### config.mk
export PLATFORM = sky130hd
export DESIGN_NAME = punc_mem_arbiter
export DESIGN_NICKNAME = d
export VERILOG_FILES = /design/src/rtl/punc_mem_arbiter.sv
export SDC_FILE = /design/constraint.sdc
export NUM_CORES = 1
export LEC_CHECK = 0
export ABC_AREA = 1
export ABC_CLOCK_PERIOD_IN_PS = 1700
export CORE_MARGIN = 1.5
export CORE_UTILIZATION = 41
export CTS_BUF_LIST = sky130_fd_sc_hd__clkbuf_4
export DETAILED_ROUTE_END_ITERATION = 10
export GPL_TIMING_DRIVEN = 0
export PLACE_DENSITY = 0.83
export SYNTH_ARGS = -nofsm -noshare
export SYNTH_HDL_FRONTEND = slang
export SYNTH_SLANG_ARGS = --single-unit
### constraint.sdc
create_clock -name i_clk -period 1.7 [get_ports i_clk]
set_clock_uncertainty 0.05 [all_clocks]
set_input_delay 0.255 -clock i_clk [delete_from_list [all_inputs] [get_ports i_clk]]
set_output_delay 0.255 -clock i_clk [all_outputs]
set_load 0.005 [all_outputs]
### src/rtl/punc_mem_arbiter.sv
// PUnC memory port arbiter: sequences one memory access at a time between the
// CPU control unit (cpu_*) and the debug/loader port (dbg_*), using a
// req/ack handshake per requester and fixed-latency read capture.
// Optional feature macro: PUNC_ARB_RR_EN
//   defined   -> round-robin on a simultaneous request (first tie after reset goes to CPU)
//   undefined -> fixed priority, debug wins every tie
module punc_mem_arbiter #(
  parameter int ADDR_W = 16,
  parameter int DATA_W = 16,
  parameter int RD_LAT = 1
) (
  input  logic              i_clk,
  input  logic              i_rst,
  input  logic              i_cpu_req,
  input  logic              i_cpu_we,
  input  logic [ADDR_W-1:0] i_cpu_addr,
  input  logic [DATA_W-1:0] i_cpu_wdata,
  output logic              o_cpu_ack,
  output logic [DATA_W-1:0] o_cpu_rdata,
  input  logic              i_dbg_req,
  input  logic              i_dbg_we,
  input  logic [ADDR_W-1:0] i_dbg_addr,
  input  logic [DATA_W-1:0] i_dbg_wdata,
  output logic              o_dbg_ack,
  output logic [DATA_W-1:0] o_dbg_rdata,
  output logic              o_mem_en,
  output logic              o_mem_we,
  output logic [ADDR_W-1:0] o_mem_addr,
  output logic [DATA_W-1:0] o_mem_wdata,
  input  logic [DATA_W-1:0] i_mem_rdata,
  output logic              o_busy,
  output logic              o_grant_id
);

  typedef enum logic [1:0] {
    IDLE   = 2'd0,
    ACCESS = 2'd1,
    WAIT   = 2'd2,
    DONE   = 2'd3
  } arbState_t;

  arbState_t           r_state;
  arbState_t           w_stateNext;
  logic [1:0]          r_waitCnt;
  logic                r_memWe;
  logic [ADDR_W-1:0]   r_memAddr;
  logic [DATA_W-1:0]   r_memWdata;
  logic                r_grantId;
  logic [DATA_W-1:0]   r_cpuRdata;
  logic [DATA_W-1:0]   r_dbgRdata;
  logic                w_anyReq;
  logic                w_pickDbg;
  logic                w_grant;
  logic                w_capture;

  assign w_anyReq  = i_cpu_req | i_dbg_req;
  assign w_grant   = (r_state == IDLE) && w_anyReq;
  assign w_capture = (r_state == WAIT) && (r_waitCnt == 2'd0);

`ifdef PUNC_ARB_RR_EN
  logic r_lastGrant;

  // On a tie, grant whichever requester was not served last
  always_comb begin
    w_pickDbg = i_dbg_req & (~i_cpu_req | ~r_lastGrant);
  end

  // Remember the owner of every grant; reset points at debug so the first tie goes to CPU
  always_ff @(posedge i_clk) begin
    if (i_rst) begin
      r_lastGrant <= 1'b1;
    end else if (w_grant) begin
      r_lastGrant <= w_pickDbg;
    end
  end
`else
  // Fixed priority: debug wins whenever it is requesting
  always_comb begin
    w_pickDbg = i_dbg_req;
  end
`endif

  // Next-state logic for the IDLE -> ACCESS -> (WAIT) -> DONE sequence
  always_comb begin
    w_stateNext = r_state;
    case (r_state)
      IDLE:    if (w_anyReq) w_stateNext = ACCESS;
      ACCESS:  w_stateNext = r_memWe ? DONE : WAIT;
      WAIT:    if (r_waitCnt == 2'd0) w_stateNext = DONE;
      DONE:    w_stateNext = IDLE;
      default: w_stateNext = IDLE;
    endcase
  end

  // State register and read-latency countdown; reset drops any in-flight access
  always_ff @(posedge i_clk) begin
    if (i_rst) begin
      r_state   <= IDLE;
      r_waitCnt <= 2'd0;
    end else begin
      r_state <= w_stateNext;
      if (r_state == ACCESS) begin
        r_waitCnt <= 2'(RD_LAT - 1);
      end else if ((r_state == WAIT) && (r_waitCnt != 2'd0)) begin
        r_waitCnt <= r_waitCnt - 2'd1;
      end
    end
  end

  // Latch the winner's command at grant time; values hold while idle
  always_ff @(posedge i_clk) begin
    if (i_rst) begin
      r_memWe    <= 1'b0;
      r_memAddr  <= '0;
      r_memWdata <= '0;
      r_grantId  <= 1'b0;
    end else if (w_grant) begin
      r_grantId  <= w_pickDbg;
      r_memWe    <= w_pickDbg ? i_dbg_we    : i_cpu_we;
      r_memAddr  <= w_pickDbg ? i_dbg_addr  : i_cpu_addr;
      r_memWdata <= w_pickDbg ? i_dbg_wdata : i_cpu_wdata;
    end
  end

  // Capture read data into the winner's register only; the other side is untouched
  always_ff @(posedge i_clk) begin
    if (i_rst) begin
      r_cpuRdata <= '0;
      r_dbgRdata <= '0;
    end else if (w_capture) begin
      if (r_grantId) begin
        r_dbgRdata <= i_mem_rdata;
      end else begin
        r_cpuRdata <= i_mem_rdata;
      end
    end
  end

  assign o_mem_en    = (r_state == ACCESS);
  assign o_mem_we    = r_memWe;
  assign o_mem_addr  = r_memAddr;
  assign o_mem_wdata = r_memWdata;
  assign o_busy      = (r_state != IDLE);
  assign o_grant_id  = r_grantId;
  assign o_cpu_ack   = (r_state == DONE) && !r_grantId;
  assign o_dbg_ack   = (r_state == DONE) &&  r_grantId;
  assign o_cpu_rdata = r_cpuRdata;
  assign o_dbg_rdata = r_dbgRdata;

endmodule
==> impl_metrics.toml <==
[run_status]
status = "complete, no violations"

[pwr]
static-leakage-power_nw = 2.109
p_per_area_nw_per_um2 = 1251
p_total_w = 0.006186
peakVddDrop_mv = 0.6244

[timing]
max_slew_margin = 0.7015
hold_violations = 0
tightest_slew_ns = 0.4478
fin_crit_ns = 1.630
fmax_mhz = 613.4
maxSlewViolCount = 0
finalSetupViolations = 0
post-route-period-util = 0.9590

[cts]
clk_latency_ns = 0.40
cts_root_buf = "clkbuf_4"
clk_path_buf_depth = 2
cts_inserted_buffers = 9
cts_sinks = 70
clk_transition_reported_paths_ns = 0.11
hold_buffers = 0
ctsHtreeMaxLevel = 3
cts_tree = "done"

[grt]
grt_use_total = 0.2311
gr-total-overflow = 0
grt_pass1_wl_um = 14050
grt_pass1_vias = 3143
antenna_found_initial = 0
grt_max_degree = 12

[die]
boundaryPins = 156
die_width_um = 89.43
core_area_um2 = 7253
start_util = 0.4223
rows = 31
die-area_um2 = 7998
die_y_um = 89.43

[logic_synthesis]
async_flop_share = 0
synth.area.top_cells = "dfxtp_1, o21ai_0, nor2_1"
yosysUniqueCellTypes = 18
synthFlopType = "dfxtp_1"
synth.avg_cell_area_um2 = 7.009
syn-cell-area_um2 = 3063
synth_edf_count = 0
yosysTopAreaCell = "dfxtp_1"
ys_ff_latch = 70
synthCells = 437
ys_warn_count = 0
synth_top_area_frac = 0.4575
seq_area_frac_synth = 0.4575
synth_fp_nets = 529

[route]
drt-total-wl_um = 8990
routed-via-count = 3330
ant_nets = 0
post-route-drc-count = 0
drt-pass1-iter-count = 4
viasPerCell = 4.690
wl_per_cell_um = 12.66
drtIter0Drc = 130

[final_layout]
drive_above_1_share = 0.08347
areaGrowthSynthToFinish_pct = 61.44
nNetsFinal = 698
fillers = 628
n_antenna_cell = 0
final_cells = 710

[worst_setup_path]
required_ns = 1.39
path_cells = "clkinvlp_4, ha_4, inv_2, clkbuf_2"
slowest_stage = "dfxtp_4"
crit_fanout = 4
r2r_slack_ns = 0.14
critPathArrivalTime_ns = 1.33
critPathCaptureType = "output port"
critPathMaxStageDelay_ns = 0.40
crit_type = "reg -> out"
start_kind = "flop"

[placement]
place_congestion = 0.8111
port_buffers = 155
dp.cells = 691
hpwl_um = 7180

[job]
maxCapViolCount = 0

[worst_hold_path]
hold_path_class = "reg -> reg"
-- kinds of logic after synthesis --
kind of cell	Yosys count	synth area share
compound gates	120	0.1969
fa+ha+maj	6	0.02451
buf+inv	87	0.1262
flops	70	0.4575
simple gates	154	0.1949
-- layer usage --
metal  global-route usage  up-vias  part of all wire
met2               0.4176      139              0.49
met5                    0        -                 0
met1               0.2470     1476              0.40
met4              0.07273        0             0.012
li1                     -     1705                 -
met3              0.09049       10              0.10
-- flip-flops by register name, summed over array words and instances (netlist names) --
name,cells
r_state,2
o_mem_addr,16
r_waitCnt,2
o_dbg_rdata,16
o_mem_we,1
o_grant_id,1
o_mem_wdata,16
o_cpu_rdata,16
-- cells in the mapped netlist, types with 2 or more instances --
| cell type | instances |
|---|---|
| ha_1 | 6 |
| nand3_1 | 3 |
| buf_4 | 2 |
| a21oi_1 | 20 |
| clkbuf_1 | 11 |
| buf_6 | 6 |
| o21ai_0 | 91 |
| nor2_2 | 2 |
| buf_2 | 6 |
| inv_2 | 2 |
| dfxtp_1 | 70 |
| nand2_1 | 44 |
| o21ai_1 | 8 |
| nor2_1 | 103 |
| inv_1 | 60 |
-- cells in the final DEF, fill, tap and decap left out, drive strengths merged, types with 2 or more instances in the layout --
master and n:
clkinvlp 2, nor2 106, a21oi 20, nand3 3, clkinv 2, inv 61
ha 6, clkdlybuf4s50 151, clkdlybuf4s15 2, buf 18, nand2 44, dfxtp 70
clkbuf 23, o21ai 99
-- metrics by stage --
stage / util / TNS (ns) / cell area (um^2) / hold WS (ns) / setup slack [ns]
after global routing: 0.6817 / -0.01147 / 4945 / 0.4178 / -0.007177
final: 0.6817 / 0 / 4945 / 0.4055 / 0.06970
after global placement: 0.6533 / -1.087 / 4738 / 0.3806 / -0.07196
after CTS: 0.6774 / -0.04204 / 4913 / 0.4046 / -0.04204
after floorplan: - / 0 / 3063 / 0.2741 / 0.2948
after detailed placement: 0.6533 / -1.624 / 4738 / 0.3891 / -0.1108
-- worst max-delay path: cells and delay by family (launching register included) --
kind                       cells  cell delay (ns)
adders and majority gates      1             0.20
buffers and inverters          3             0.33
DFF                            1             0.40
-- path summary, 6_finish.rpt --
check,start,endpoint,cells after the start
min reg2reg,o_dbg_rdata[1],o_dbg_rdata[1],2
max reg2reg,r_state[0],o_dbg_rdata[8],6
min,o_dbg_rdata[1],o_dbg_rdata[1],2
max,r_state[0],o_busy,4
-- layout make-up --
type / count / area (um^2) / share of cell area
tap: 99 / 123.9 / 0.02505
sequential: 70 / 1413 / 0.2857
clock buffer: 12 / 90.09 / 0.01822
clock inverter: 4 / 47.55 / 0.009615
inverter: 62 / 236.5 / 0.04782
multi-input combinational: 280 / 1308 / 0.2644
timing repair buffer: 159 / 1575 / 0.3186
buffer: 24 / 151.4 / 0.03062
-- power breakdown --
| group | switching [W] | internal, W |
|---|---|---|
| Clock | 0.000570 | 0.000495 |
| Combinational | 0.00123 | 0.00148 |
| Sequential | 0.000275 | 0.00214 |
| Total | 0.00208 | 0.00411 |
-- repair_timing --
action	CTS	global route
pin swaps	0	1
endpoints found under the setup margin	6	52
setup buffers	2	2
resized for setup	15	13
Power figures use the tool's default switching activity.
